--- src/rtl/mips_isa_pkg.sv ---
// Shared MIPS ISA definitions: instruction kinds, opcode/funct constants,
// field-packing helpers and the encoder state enum.
package mips_isa_pkg;

  typedef enum logic [3:0] {
    K_ADD  = 4'd0,
    K_SUB  = 4'd1,
    K_AND  = 4'd2,
    K_OR   = 4'd3,
    K_SLT  = 4'd4,
    K_LW   = 4'd5,
    K_SW   = 4'd6,
    K_BEQ  = 4'd7,
    K_ADDI = 4'd8,
    K_J    = 4'd9
  } instr_kind_t;

  localparam logic [5:0] OP_RTYPE = 6'b000000;
  localparam logic [5:0] OP_LW    = 6'b100011;
  localparam logic [5:0] OP_SW    = 6'b101011;
  localparam logic [5:0] OP_BEQ   = 6'b000100;
  localparam logic [5:0] OP_ADDI  = 6'b001000;
  localparam logic [5:0] OP_J     = 6'b000010;

  localparam logic [5:0] FN_ADD = 6'b100000;
  localparam logic [5:0] FN_SUB = 6'b100010;
  localparam logic [5:0] FN_AND = 6'b100100;
  localparam logic [5:0] FN_OR  = 6'b100101;
  localparam logic [5:0] FN_SLT = 6'b101010;

  typedef enum logic [2:0] {
    S_IDLE,
    S_LOAD,
    S_WRITE,
    S_FULL,
    S_DONE
  } enc_state_t;

  function automatic logic [31:0] r_word(input logic [4:0] rs, input logic [4:0] rt,
                                         input logic [4:0] rd, input logic [5:0] funct);
    return {OP_RTYPE, rs, rt, rd, 5'd0, funct};
  endfunction

  function automatic logic [31:0] i_word(input logic [5:0] op, input logic [4:0] rs,
                                         input logic [4:0] rt, input logic [15:0] imm);
    return {op, rs, rt, imm};
  endfunction

  function automatic logic [31:0] j_word(input logic [25:0] target);
    return {OP_J, target};
  endfunction

endpackage

--- src/rtl/instr_pack.sv ---
// Combinational packer: symbolic instruction kind plus fields to a 32-bit
// MIPS word, with a legal flag for kinds outside the supported set.
module instr_pack
  import mips_isa_pkg::*;
(
  input  logic [3:0]  kind,
  input  logic [4:0]  rs,
  input  logic [4:0]  rt,
  input  logic [4:0]  rd,
  input  logic [15:0] imm,
  input  logic [25:0] target,
  output logic [31:0] word,
  output logic        legal
);

  always_comb begin
    word  = '0;
    legal = 1'b1;
    case (instr_kind_t'(kind))
      K_ADD:   word = r_word(rs, rt, rd, FN_ADD);
      K_SUB:   word = r_word(rs, rt, rd, FN_SUB);
      K_AND:   word = r_word(rs, rt, rd, FN_AND);
      K_OR:    word = r_word(rs, rt, rd, FN_OR);
      K_SLT:   word = r_word(rs, rt, rd, FN_SLT);
      K_LW:    word = i_word(OP_LW, rs, rt, imm);
      K_SW:    word = i_word(OP_SW, rs, rt, imm);
      K_BEQ:   word = i_word(OP_BEQ, rs, rt, imm);
      K_ADDI:  word = i_word(OP_ADDI, rs, rt, imm);
      K_J:     word = j_word(target);
      default: legal = 1'b0;
    endcase
  end

endmodule

--- src/rtl/instr_encoder.sv ---
// Program loader: accepts symbolic instructions over valid/ready, packs them
// and writes them to consecutive instruction-memory words starting at 0.
module instr_encoder
  import mips_isa_pkg::*;
#(
  parameter int unsigned ADDR_W = 8
) (
  input  logic              clk,
  input  logic              reset_n,
  input  logic              start,
  input  logic              finish,
  input  logic              in_valid,
  output logic              in_ready,
  input  logic [3:0]        in_kind,
  input  logic [4:0]        in_rs,
  input  logic [4:0]        in_rt,
  input  logic [4:0]        in_rd,
  input  logic [15:0]       in_imm,
  input  logic [25:0]       in_target,
  output logic              imem_we,
  output logic [ADDR_W-1:0] imem_addr,
  output logic [31:0]       imem_wdata,
  output logic [ADDR_W:0]   word_count,
  output logic              busy,
  output logic              full,
  output logic              err,
  output logic              done
);

  localparam logic [ADDR_W:0] CAPACITY  = {1'b1, {ADDR_W{1'b0}}};
  localparam logic [ADDR_W:0] COUNT_ONE = {{ADDR_W{1'b0}}, 1'b1};

  enc_state_t      state_q, state_d;
  logic [ADDR_W:0] word_count_q, word_count_d;
  logic [31:0]     word_q, word_d;
  logic            err_q, err_d;
  logic            finish_pend_q, finish_pend_d;
  logic [31:0]     packed_word;
  logic            packed_legal;
  logic [ADDR_W:0] count_inc;

  instr_pack u_pack (
    .kind   (in_kind),
    .rs     (in_rs),
    .rt     (in_rt),
    .rd     (in_rd),
    .imm    (in_imm),
    .target (in_target),
    .word   (packed_word),
    .legal  (packed_legal)
  );

  assign count_inc = word_count_q + COUNT_ONE;

  always_ff @(posedge clk or negedge reset_n) begin
    if (!reset_n) begin
      state_q <= S_IDLE;
    end else begin
      state_q <= state_d;
    end
  end

  always_ff @(posedge clk or negedge reset_n) begin
    if (!reset_n) begin
      word_count_q  <= '0;
      word_q        <= '0;
      err_q         <= 1'b0;
      finish_pend_q <= 1'b0;
    end else begin
      word_count_q  <= word_count_d;
      word_q        <= word_d;
      err_q         <= err_d;
      finish_pend_q <= finish_pend_d;
    end
  end

  always_comb begin
    state_d       = state_q;
    word_count_d  = word_count_q;
    word_d        = word_q;
    err_d         = err_q;
    finish_pend_d = finish_pend_q;
    case (state_q)
      S_IDLE: begin
        if (start) begin
          state_d       = S_LOAD;
          word_count_d  = '0;
          err_d         = 1'b0;
          finish_pend_d = 1'b0;
        end
      end
      S_LOAD: begin
        if (in_valid) begin
          if (packed_legal) begin
            // A finish arriving with a legal word is deferred until that word is written.
            word_d        = packed_word;
            finish_pend_d = finish;
            state_d       = S_WRITE;
          end else begin
            err_d = 1'b1;
            if (finish) state_d = S_DONE;
          end
        end else if (finish) begin
          state_d = S_DONE;
        end
      end
      S_WRITE: begin
        word_count_d = count_inc;
        if (finish_pend_q) begin
          state_d       = S_DONE;
          finish_pend_d = 1'b0;
        end else if (count_inc == CAPACITY) begin
          state_d = S_FULL;
        end else begin
          state_d = S_LOAD;
        end
      end
      S_FULL: begin
        if (finish) state_d = S_DONE;
      end
      S_DONE: begin
        state_d = S_IDLE;
      end
      default: begin
        state_d = S_IDLE;
      end
    endcase
  end

  always_comb begin
    in_ready   = 1'b0;
    imem_we    = 1'b0;
    imem_addr  = '0;
    imem_wdata = '0;
    busy       = (state_q != S_IDLE);
    full       = 1'b0;
    done       = 1'b0;
    case (state_q)
      S_LOAD:  in_ready = 1'b1;
      S_WRITE: begin
        imem_we    = 1'b1;
        imem_addr  = word_count_q[ADDR_W-1:0];
        imem_wdata = word_q;
      end
      S_FULL:  full = 1'b1;
      S_DONE:  done = 1'b1;
      default: ;
    endcase
  end

  assign word_count = word_count_q;
  assign err        = err_q;

endmodule

--- config.mk ---
export PLATFORM = sky130hd
export DESIGN_NAME = instr_encoder
export DESIGN_NICKNAME = d
export VERILOG_FILES = /design/src/rtl/mips_isa_pkg.sv /design/src/rtl/instr_pack.sv /design/src/rtl/instr_encoder.sv
export SDC_FILE = /design/constraint.sdc
export NUM_CORES = 1
export LEC_CHECK = 0
export ABC_AREA = 1
export BUFFER_PORTS_ARGS = -buffer_cell sky130_fd_sc_hd__buf_2
export CORE_MARGIN = 8
export CORE_UTILIZATION = 48
export CTS_CLUSTER_SIZE = 16
export DETAILED_ROUTE_END_ITERATION = 6
export PLACE_DENSITY = 0.81
export SLEW_MARGIN = 20
export SYNTH_ARGS = -nofsm -noshare
export SYNTH_HDL_FRONTEND = slang
export SYNTH_SLANG_ARGS = --single-unit
--- constraint.sdc ---
create_clock -name clk -period 1.65 [get_ports clk]
set_input_delay 0.33 -clock clk [delete_from_list [all_inputs] [get_ports clk]]
set_output_delay 0.33 -clock clk [all_outputs]
set_load 0.02 [all_outputs]
* Word-level counts from Yosys, hierarchy flattened
Index checks and enable logic that the tools add are counted.
** Word-level totals
- Register bits :: 46
- Input port bits :: 66
- Output and inout bits :: 55
- Logic and storage cells :: 59
** Cells by class
- Add/subtract/negate cells :: 1
- Equal/unequal tests :: 18
- Multiplexer cells :: 24
- Reductions and logical operators :: 11
** Operators with widths (number)
- one-hot mux 32 bit (10 select lines) :: 1
- 2-to-1 mux 32 bit :: 1
- one-hot mux 9 bit (2 select lines) :: 1
- equality test 4 x 3 -> 1 bit (second input constant) :: 4
- 2-to-1 mux 3 bit :: 5
- one-hot mux 3 bit (4 select lines) :: 1
- 2-to-1 mux 1 bit :: 10
- OR reduction 10 bit :: 1
- adder 9 x 1 -> 9 bit (second input constant) :: 1
- equality test 9 bit (second input constant) :: 1
- 2-to-1 mux 9 bit :: 1
- equality test 4 x 2 -> 1 bit (second input constant) :: 2
- equality test 4 bit (second input constant) :: 2
- 2-to-1 mux 8 bit :: 1
- != test 2 bit (second input constant) :: 4
- AND reduction 4 bit :: 2
- equality test 3 x 2 -> 1 bit (second input constant) :: 2
- nonzero test 3 bit :: 2
- equality test 4 x 1 -> 1 bit (second input constant) :: 1
- logical NOT 4 bit :: 1
- nonzero test 2 bit :: 2
- equality test 3 x 1 -> 1 bit (second input constant) :: 1
- equality test 3 bit (second input constant) :: 1
- logical NOT 3 bit :: 1
- other kinds (5) :: 5

* Longest topological paths before layout
Gate-level depths: netlist (run 1).
- Depth in word-level cells :: 6
- Gate-level depth with buffers :: 9
- Mapped depth without buffers :: 9

* Hierarchy
From an unflattened synthesis (run 1), not the netlist that was laid out.
** Unflattened totals
- Cell total of the unflattened synthesis :: 428
- Area, all modules :: 3095.5 um^2
** Modules (own cells, without submodules)
- instr_encoder :: instances 1, cells each 304, area an instance 2542.4 um^2, sequential area each 1151.1 um^2
- instr_pack :: instances 1, cells each 124, area an instance 553.0 um^2, sequential area each 0.0 um^2

* Least setup slack after synthesis (run 1)
Ideal clock, no wire load.
- Kind :: register to output
- Start point :: register state_q[2]
- End point :: output imem_wdata[31]
- Arrival :: 1.637 ns
- Required time :: 1.320 ns
- Setup slack :: -0.317 ns
- Cell stages (with the launch flop) :: 8
- Path through :: dfrtp_1 -> inv_1 -> nand2_1 -> nor2_4 -> inv_2 -> clkbuf_1 -> nor2_1 -> buf_4
** On the way
- Word-level cells in the longest chain between the ends :: 2
** RTL lines
- start, declared :: line instr_encoder.sv:33 : enc_state_t state_q, state_d;
- start signal, assigned :: line instr_encoder.sv:59 : state_q <= state_d;
- equality test 3 x 2 -> 1 bit :: line instr_encoder.sv:138 : case (state_q)
- 2-to-1 mux 32 bit :: line instr_encoder.sv:138
- end, declared :: line instr_encoder.sv:22 : output logic [31:0] imem_wdata,
No other way between the ends.

* Worst setup path in the final report (run 1)
- Start point :: register state_q[2]
- End point :: output imem_wdata[15]
The elaborated chain is that of the path after synthesis.

==> results.md, run 1 <==
Worst setup path:
- The critical path contains buffers and inverters numbering 4 combined.
- The required time at the worst-slack endpoint is ~1.3 ns.
- The signal on the critical path passes through inv_2 -> nand2_4 -> nor2_4 -> inv_6 -> buf_12 -> nor2_2 -> buf_6.
- Along the worst path, the maximum fanout reaches 9.
- In this design, the stage delay of the slowest critical-path cell is 0.42 ns.
- The capturing element type of the critical path is an output pin.
- The startpoint type of the worst setup path is a flop.
- The slowest library cell on the worst path is sky130_fd_sc_hd__dfrtp_1.
- The category of the most critical setup path is reg -> out.
- Grouping stages by cell kind, the critical path spends the most delay in buffers and inverters.
- Data arrives at the worst endpoint at 1.48 ns.
- The register-to-register setup slack is 0.08 ns.

Timing:
- Setup violations remaining at the end of the flow were counted as 40.
- For the final database, setup skew stands at between 0.01 and 0.015 ns.
- Setup repair after global routing could not meet its margin everywhere.
- The post-route clock period utilization is 110%.
- The number of max-slew violations in the final report is 0.
- The final critical-path setup slack is -0.165 ns.
- Derived from the worst setup path, the maximum achievable clock frequency is 0.551 GHz.
- The time the final worst path needs with I/O delays and setup is 1.81 ns.
- The number of hold violations in the final report was 0.

GRT:
- The first-pass GRT wire length is 14300 um.
- The total global routing overflow is 0.
- In the global route stage, met2 resource usage came out at 34.9%.
- The number of antenna violations at the first check in global routing is 0.
- Entering global routing, the biggest net connects 27 pins.
- In this run the most used layer during global routing was met2.
- The global-route usage over all layers is a little over 20%.
- The global-route met1 utilization is 24.2%.
- The number of global-route vias before repair is 3091.
- The global-route track usage on met3 is 6.28%.

Floorplan:
- Once the floorplan was initialized, standard cells occupied between 40% and 50% of the core.
- The floorplan step defined a core boundary enclosing 5540 um2.
- Pin placement for this block handled 121 I/O pins.
- The initialized floorplan defines 27 standard-cell rows.
- Measured along the y axis, the die boundary spans 91.8 um.
- The die extent in x is 91.8 um.
- The die covers about 8400 um2.

Routing:
- The detail route stage leaves a number of antenna-violating nets equal to 0.
- Wires add up to 8820 um.
- After detailed routing, the average wire length per cell comes to 15.0 um.
- For this block, the via count after detailed routing is between 3000 and 4000.
- The via density per instance is 5.14.
- The number of detailed-routing iterations run before antenna repair is 5.
- The first routing iteration left 123 violations.
- For this run, design rule violations remaining after detail routing come to 0.

Placement:
- The half-perimeter wire length after placement is between 6000 and 7000 um.
- Routability-driven placement finished with a final weighted congestion of 0.880.
- The pre-CTS setup slack is slightly above 0.08 ns.
- The placed instance area is 3540 um2.
- The number of port buffers is approximately 120.

Power:
- The leakage power total is 2.04 nW.
- Across the VDD grid, the largest voltage drop is 0.688 mV.
- For this design the ratio of total power to cell area is about 1300 nW/um2.

Hold path:
- The kind of path behind the tightest hold check is in -> reg.

CTS:
- TritonCTS built the clock tree.
- Clock tree synthesis selected as its root buffer the cell sky130_fd_sc_hd__clkbuf_8.
- The later pin in the worst-skew pair is clocked with a latency of 0.30 ns.
- The number of levels the H-tree was split into is 2.
- No sink is reached through more buffers than the 2 on the longest clock path.
- The clock transition at the register clock pins on the worst setup and hold paths after CTS is 0.09 ns.
- The number of buffers created by CTS is 5.
- The clock sink count is 44.

Layout:
- The finished cells cover 4150 um2.
- After the last flow step, the layout net total stands at 582.
- The area growth from synthesis to layout is 50.6%.
- The number of antenna diodes in the final layout is 0.
- The ratio of cells with drive above 1 in the final layout is about two fifths.

Yosys:
- Synthesis produced a netlist whose cell count is 378.
- A synthesized cell averages 7.30 um2.
- The dominant cell type by area after synthesis is sky130_fd_sc_hd__dfrtp_1.
- In the synthesized netlist the async set-or-reset flop fraction comes to 100%.
- The number of synthesized register bits is 44.
- The post-synthesis sequential area ratio is roughly two fifths.
- The count of different cell masters after synthesis is 31.
- The total number of yosys warnings is 0.
- By area the synthesized netlist is led by sky130_fd_sc_hd__dfrtp_1 (40%), sky130_fd_sc_hd__nor2_1 (11%), sky130_fd_sc_hd__nand2_1 (10%), sky130_fd_sc_hd__inv_1 (7.8%), sky130_fd_sc_hd__a31oi_4 (6.2%).
- Of the post-synthesis cell area, the dominant cell type holds 39.9%.
- The most frequently used flop master after synthesis is sky130_fd_sc_hd__dfrtp_1.
- In this run the cell area of the synthesized design comes to 2760 um2.
- The number of nets produced by synthesis is 446.
- In this run, synthesis inferred 0 flip-flops with an integrated enable.

Status:
- The final reports fail on setup timing.
- The run finished, with violations left.

Run:
- Max-cap violations in this run came to 0.
sequential cells by signal, summed over array words and instances (netlist names):
name,cells
word_count,9
finish_pend_q,1
state_q,3
word_q,30
err,1
timing repair:
item / 4_1_cts / 5_1_grt
pin swaps: 4 / 2
gates cloned: 2 / 1
hold buffers: 1 / 0
buffers inserted: 6 / 3
endpoints found under the hold margin: 18 / 0
setup endpoints to repair: 40 / 61
resized for setup: 83 / 34
metal layers:
layer | vias up | wire [um]
li1 | 1461 | -
met1 | 1378 | 3650
met2 | 161 | 4290
met3 | 16 | 755
met4 | 0 | 124
met5 | - | 0
Yosys cell counts (all sizes together) (3+ instances only):
| cell | instances |
|---|---|
| nor2 | 87 |
| nand2 | 81 |
| inv | 63 |
| dfrtp | 44 |
| o21ai | 26 |
| a31oi | 19 |
| a21oi | 12 |
| buf | 12 |
| a22oi | 8 |
| nand3 | 8 |
| clkbuf | 3 |
| nor3 | 3 |
kinds of logic after synthesis:
group	share of synthesized area [%]
fa+ha+maj	0.907
compound gates	18.9
flops	39.9
other cells	0.136
xor+xnor	0.635
simple gates	27.0
buf+inv	12.4
cell type report:
cell class	count	area (um2)
clock buffers	5	68.8
repair buffers	144	1130
flip-flops and latches	44	1100
multi-input cells	256	1470
inverters	63	249
clock inverters	3	42.5
well taps	72	90.1
fillers	420	1390
through the flow:
stage | setup TNS (ns) | util (%) | hold WS (ns) | total power [W] | cells
floorplan | -1.75 | - | 0.0344 | 0.00329 | 378
global placement | 0 | 63.9 | 0.300 | 0.00383 | 567
detailed placement | 0 | 63.9 | 0.299 | 0.00392 | 567
CTS | -4.41 | 72.1 | 0.280 | 0.00511 | 583
global route | -8.00 | 75.0 | 0.287 | 0.00570 | 587
finish | -5.35 | 75.0 | 0.284 | 0.00537 | 587
worst min-delay path, delay by kind of cell:
kind	cells	cell delay, ns
AO/OA/AOI/OAI	1	0.07
AND/OR/NAND/NOR	1	0.05
buffers and inverters	1	0.09
cells in the final DEF, fill, tap and decap left out, types with 7 or more instances in the layout:
cell type / instances
sky130_fd_sc_hd__inv_2: 7
sky130_fd_sc_hd__a31oi_1: 11
sky130_fd_sc_hd__o21ai_0: 17
sky130_fd_sc_hd__buf_4: 27
sky130_fd_sc_hd__a31oi_4: 8
sky130_fd_sc_hd__nor2_1: 47
sky130_fd_sc_hd__nand3_1: 8
sky130_fd_sc_hd__buf_2: 77
sky130_fd_sc_hd__nand2_1: 76
sky130_fd_sc_hd__inv_1: 54
sky130_fd_sc_hd__nor2_4: 14
sky130_fd_sc_hd__buf_6: 30
sky130_fd_sc_hd__dfrtp_1: 43
sky130_fd_sc_hd__nor2_2: 26
sky130_fd_sc_hd__a22oi_1: 8
sky130_fd_sc_hd__a21oi_1: 11
sky130_fd_sc_hd__o21ai_1: 8
power breakdown:
part	switching [W]	total [W]	internal [W]
registers	0.000254	0.00177	0.00151
clock network	0.000399	0.000847	0.000449
logic	0.00158	0.00275	0.00117
final timing paths:
path | start | to | cells past startpoint
max reg2reg | state_q[2] | word_q[28] | 9
min reg2reg | word_q[4] | word_q[4] | 2
min in group asynchronous | reset_n | word_count[1] | 2
min | in_imm[11] | word_q[11] | 3
max | state_q[2] | imem_wdata[15] | 7
max in group asynchronous | reset_n | word_q[18] | 3
Power figures use the tool's default switching activity.
==> run 2, diff against run 1 <==
- PLACE_DENSITY: 0.81 -> unset
- PLACE_DENSITY_LB_ADDON: unset -> 0.08
- SLEW_MARGIN: 20 -> unset
- clock period: 1.65 -> 2 ns (I/O delays scaled with it)
==> run 2 against run 1 <==
Compared with the run above: the flow still finishes with violations (setup timing); first-iteration DRC count rose by 20%; hold slack got worse by 0.12 ns; sequential cell count did not move; clock power fell by 31%; sequential power fell by 18%; combinational power fell by 32%; setup slack improved by 0.14 ns; highest routed layer unchanged.
==> results.md, run 2 (synthesis results as in run 1) <==
Timing:
- Setup repair after global routing could not meet its margin everywhere.
- Setup violations remaining at the end of the flow were counted as 13.
- The time the final worst path needs with I/O delays and setup is 2.02 ns.
- Between clock sinks in the finished design, the worst skew comes to 0.00932 ns.
- The post-route clock period utilization is 101%.
- Setup slack on the critical path of the routed design comes to -0.0206 ns.
- Headroom to the max-slew limit came out at about three fifths.
- Timing would allow up to just under 0.5 GHz.
- At the pin with the least slew margin, the transition time is 0.574 ns.
- The number of hold violations in the final report is 0.
- The number of max-slew violations in the final report is 0.
- The final hold slack is 0.168 ns.

Routing:
- The remaining antenna violation count is 0.
- The number of detailed-routing iterations run before antenna repair is 4.
- The detailed router's first-iteration violation count is 148.
- The total via count after detailed routing is ~2800.
- The DRC violation count after routing is 0.
- After detailed routing, the total wire length is slightly above 8000 um.
- After detailed routing, the average wire length per cell comes to 14.1 um.
- The via density per instance is 4.93.

CTS:
- The clock drives 44 sinks.
- The buffer depth of the longest clock path is 2.
- TritonCTS built the clock tree.
- The clock transition at the register clock pins on the worst setup and hold paths after CTS is around 0.09 ns.
- In this run, CTS created clock tree buffers numbering 5.
- The insertion delay of the later-clocked pin in the worst-skew pair is 0.30 ns.
- The number of levels the H-tree was split into is 2.
- The tree is rooted in a sky130_fd_sc_hd__clkbuf_8.

Worst setup path:
- The slowest library cell on the worst path is sky130_fd_sc_hd__dfrtp_1.
- The endpoint arrival time on the critical path is 1.62 ns.
- The required time at the worst-slack endpoint is between 1.5 and 2 ns.
- The cell depth of the worst flop-to-flop path is 9.
- The capturing element type of the critical path is an output pin.
- By startpoint and endpoint, the worst setup path is classified as reg -> out.
- The largest stage delay on the critical path is 0.42 ns.
- In this run the register-to-register setup slack is 0.32 ns.
- The startpoint type of the worst setup path is a flop.
- The signal on the critical path passes through inv_2 -> nand2_4 -> nor2_4 -> buf_12 -> inv_12 -> nor2_1 -> buf_4.
- The startpoint of the most critical setup path is state_q[0].
- The startpoint identified for the worst register-to-register timing path is state_q[2].
- In this run the worst path has a maximum fanout of 20.
- The worst register-to-register path ends at word_q[22].

Layout:
- The net count of the finished layout is 569.
- Cells with a size suffix above 1 make up 37.3% of the layout.
- The register ranked first by flip-flop count is word_q.
- The area growth from synthesis to final layout is 36.4%.
- The library cell used most frequently in the layout, excluding fill and tap cells, is sky130_fd_sc_hd__buf_2.
- The register with the most flip-flops in the layout has 30 of them.
- The number of antenna diodes in the final layout is 0.
- The library cells used most frequently in the layout, excluding fill and tap cells, are sky130_fd_sc_hd__buf_2 (85), sky130_fd_sc_hd__nand2_1 (76), sky130_fd_sc_hd__nor2_1 (60).

Placement:
- Prior to clock tree synthesis, the placed netlist has a worst setup slack of 0.117 ns.
- The congestion estimate from routability-driven global placement came to ~0.80.
- Input and output buffers added on the ports amount to about 120.
- The wire-length estimate of the detail-placed layout is a little under 6000 um.

Floorplan:
- The height of the die is 91.8 um.
- The starting density of the core is 49.8%.
- The die is 91.8 um wide.
- After floorplanning, the core was sized to cover 5540 um2.
- The die covers 8430 um2.
- 121 I/O pins were placed.
- The floorplan has 27 rows.

GRT:
- The global-route usage over all layers is 17.9%.
- The number of global-route vias before repair is around 2900.
- The total global routing overflow is 0.
- Entering global routing, the biggest net connects 45 pins.
- The number of antenna violations at the first check in global routing came to 0.
- The first global-routing pass estimated between 10000 and 15000 um of wire.

Status:
- The run finished, with violations left.
- The final reports fail on setup timing.

Run:
- The tool flagged a number of max-cap violations equal to 0.

Power:
- The areal power density over the cells is 1040 nW/um2.
- The leakage power total is approximately 1.9 nW.
- IR analysis of the VDD net gives a maximum drop of 0.521 mV.

Hold path:
- The kind of path behind the tightest hold check is in -> async.
[run 2: what timing repair did]
action	4_1_cts	5_1_grt
resized for setup	1	78
setup buffers	0	5
cloned	0	2
pin swaps	0	1
setup endpoints to repair	39	39
hold buffers	0	0
[run 2: critical path: cells and delay by family (launching register included)]
family	cells	cell delay (ns)
flip-flops	1	0.42
buffers and inverters	4	0.49
AND/OR/NAND/NOR	3	0.42
[run 2: worst max path at each step]
stage | end | slack [ns] | cells after the start
6_report | imem_addr[6] | -0.02 | 7
5_1_grt | imem_addr[6] | -0.09 | 7
4_1_cts | imem_wdata[4] | 0.007 | 6
3_5_place_dp | imem_wdata[4] | 0.12 | 6
3_3_place_gp | imem_wdata[4] | 0.17 | 6
2_1_floorplan | imem_wdata[31] | 0.08 | 7
[run 2: final cells by class]
cell class,count,area [um2]
Clock buffer,8,90.1
Tap cell,72,90.1
Multi-Input combinational cell,256,1380
Timing Repair Buffer,129,826
Inverter,63,249
Fill cell,505,1780
Sequential cell,44,1100
Timing Repair inverter,2,25.0
[run 2: stage by stage]
step / cell area, um2 / TNS, ns / cells / power [W] / util (%)
finish: 3760 / -0.107 / 574 / 0.00393 / 67.9
global route: 3760 / -1.86 / 574 / 0.00421 / 67.9
CTS: 3470 / 0 / 567 / 0.00368 / 62.6
detailed placement: 3380 / 0 / 559 / 0.00310 / 61.0
global placement: 3380 / 0 / 559 / 0.00304 / 61.0
floorplan: 2760 / 0 / 378 / 0.00265 / -
[run 2: routing by layer]
metal  global-route usage [%]  routed length [um]  up-vias  share of wire [%]
met4                     4.43                  86        0                1.1
li1                         -                   -     1425                  -
met1                     21.1                3430     1282                 42
met2                     29.5                3860      114                 48
met5                        0                   0        -                  0
met3                     7.25                 729       11                9.0
[run 2: report_power, final]
group	total, W	switching [W]	leakage, nW	internal (W)
sequential	0.00146	0.000215	0.548	0.00125
combinational	0.00188	0.00114	1.32	0.000741
clock	0.000582	0.000300	0.0455	0.000282
total	0.00393	0.00165	1.92	0.00227
==> run 3, diff against run 2 <==
- CORE_MARGIN: 8 -> 3
==> run 3 against run 2 <==
Compared with the run above: the flow now finishes without violations; sequential cell count is the same; wire length decreased by 12%; via count down 1.4%; setup slack improved by 0.069 ns; clock skew is essentially flat; critical endpoint is now imem_wdata[31]; global-route usage increased by 3.5 points; hold slack got worse by 0.14 ns; combinational power is 7% lower; non-clock buffer count rose by 1; sequential power about the same; maximum frequency increased by 3.5%; final area shrank 4.4%.
==> results.md, run 3 (synthesis results as in run 1) <==
Power:
- Across the VDD grid, the largest voltage drop is 0.569 mV.
- Dividing total power by cell area gives a power density of 1030 nW/um2.
- For this design the static power due to leakage is 1.91 nW.

Layout:
- Excluding fillers, the count of instances in the completed layout stands at 572.
- The register ranked first by flip-flop count is word_q.
- In the layout the commonest cells are sky130_fd_sc_hd__buf_2 (110), sky130_fd_sc_hd__nor2_1 (78), sky130_fd_sc_hd__nand2_1 (76).
- The ratio of cells with drive above 1 in the final layout is 33.5%.
- The final layout contains 570 nets.
- The register with the most flip-flops in the layout has 30 of them.
- Relative to the synthesized area, the layout overhead comes to 30.4%.
- The count of inserted antenna diode cells is 0.
- The library cell used most frequently in the layout, excluding fill and tap cells, is sky130_fd_sc_hd__buf_2.

Timing:
- The final critical-path setup slack is 0.0482 ns.
- The time the final worst path needs with I/O delays and setup is 1.95 ns.
- The number of max-slew violations in the final report came to 0.
- The count of final setup violators is 0.
- Setup repair after global routing could not meet its margin everywhere.
- The number of hold violations in the final report is 0.
- The largest clock skew in the final design is 0.00941 ns.
- The post-route clock period utilization is 97.6%.
- Derived from the worst setup path, the maximum achievable clock frequency is 0.512 GHz.

CTS:
- Hold repair after CTS inserted 0 buffers.
- The buffer type at the clock tree root is sky130_fd_sc_hd__clkbuf_8.
- The number of buffers created by CTS is 5.
- Clock-pin slew was measured on the worst setup and hold paths at roughly 0.080 ns.
- The insertion delay of the later-clocked pin in the worst-skew pair is 0.30 ns.
- The buffer depth of the longest clock path is 2.
- The clock net in this run drives a total of 44 sinks.
- The number of levels the H-tree was split into is 2.
- TritonCTS built the clock tree.

Status:
- The flow ran to the end, and the final reports show no timing, DRC or antenna violations.

Worst setup path:
- The worst setup path is captured at an output pin.
- The worst setup path is launched from a flop.
- By startpoint and endpoint, the worst setup path is classified as reg -> out.
- For this run, the slowest stage of the critical path takes around 0.4 ns.
- The endpoint arrival time on the critical path is 1.55 ns.
- Walking the worst path, the cells encountered are inv_1 -> nand2_2 -> nor2_4 -> buf_12 -> clkinv_8 -> nor2_2 -> buf_2.
- STA puts the critical path data required time at 1.60 ns.
- The maximum fanout count along the critical path is 11.
- The slowest library cell on the worst path is sky130_fd_sc_hd__dfrtp_1.

Routing:
- Dividing the detail-routed wire length by the instance count gives 12.5 um.
- The sum of routed wire length over all layers is 7130 um.
- In this run the remaining antenna-violating nets after routing total 0.
- In this run, the number of DRC markers left after iteration 0 of detailed routing was 111.
- In the routed design, unresolved DRC markers number 0.
- The via density per instance is between 4 and 5.
- The number of detailed-routing iterations run before antenna repair is 4.
- The total via count after detailed routing is 2792.

Placement:
- The half-perimeter wire length after placement is between 5000 and 6000 um.
- The placed cell count is around 560.
- The number of port buffers is 119.
- At the end of routability-driven placement, the weighted congestion stood at 0.901.
- Before CTS, the worst setup slack after placement is 0.0869 ns.

Floorplan:
- The number of cell rows is 26.
- The total core area is 5340 um2.
- The height of the die is 81.8 um.
- The total die area is 6690 um2.
- Measured along the x axis, the die boundary spans 81.8 um.
- Once the floorplan was initialized, standard cells occupied between 50% and 60% of the core.
- Pin placement for this block handled 121 I/O pins.

Run:
- Across the run, the number of max-cap violations was 0.

GRT:
- The number of antenna violations at the first check in global routing is 0.
- The first-pass GRT wire length is between 10000 and 15000 um.
- Summed over all layers, the global routing overflow is 0.
- The number of global-route vias before repair is 2476.
- Entering global routing, the biggest net connects 42 pins.
- Global routing used 21.4% of the available tracks.

Hold path:
- The path class of the tightest hold or removal check is in -> async.
## run 3: changes by cell type in the layout (fill, tap and decap cells not counted), moves of 12 or more
cell,delta
sky130_fd_sc_hd__nor2_2,-17
sky130_fd_sc_hd__buf_2,+25
sky130_fd_sc_hd__buf_6,-12
sky130_fd_sc_hd__buf_4,-13
sky130_fd_sc_hd__nor2_1,+18
## run 3: final cells by class
cell class | count | area [um2]
timing repair inverter | 2 | 17.5
inverter | 63 | 249
tap | 70 | 87.6
clock buffer | 6 | 72.6
clock inverter | 1 | 5.00
multi-input combinational | 256 | 1320
fill | 495 | 1740
sequential | 44 | 1100
timing repair buffer | 130 | 738
## run 3: critical path: cells and delay by family, from the launching register on
kind / cells / cell delay (ns)
buf+inv: 4 / 0.50
flops: 1 / 0.40
simple gates: 3 / 0.34
## run 3: final timing paths
path / from / slack, ns / endpoint / cells after the start
max: state_q[0] / 0.05 / imem_wdata[31] / 7
min: reset_n / 0.03 / state_q[1] / 1
max reg2reg: state_q[2] / 0.30 / word_q[21] / 9
min reg2reg: word_q[9] / 0.50 / word_q[9] / 2
max in group asynchronous: reset_n / 1.37 / word_q[17] / 2
min in group clk: in_target[17] / 0.35 / word_q[17] / 3
## run 3: power by group
group,internal (W),switching (W)
clock network,0.000238,0.000290
registers,0.00125,0.000200
logic,0.000693,0.00105
total,0.00218,0.00154
## run 3: stage by stage
stage	total power, W	hold slack, ns	area [um2]	util [%]	TNS (ns)
detailed placement	0.00310	0.362	3410	64.0	0
floorplan	0.00265	0.104	2760	-	0
global route	0.00403	0.0425	3590	67.4	-0.813
global placement	0.00305	0.360	3410	64.0	0
CTS	0.00363	0.0362	3500	65.5	0
finish	0.00371	0.0292	3590	67.4	0
## run 3: what timing repair did
item	in CTS	in global routing
buffers inserted	0	4
resized for setup	2	15
endpoints found under the setup margin	39	39
pin swaps	0	1
cloned	0	2
## run 3: routing by layer
metal | routed length, um | share of wire [%] | global-route usage (%)
met4 | 89 | 1.2 | 6.48
met3 | 493 | 6.9 | 5.59
met2 | 3490 | 49 | 36.5
met5 | 0 | 0 | 0
met1 | 3060 | 43 | 26.4
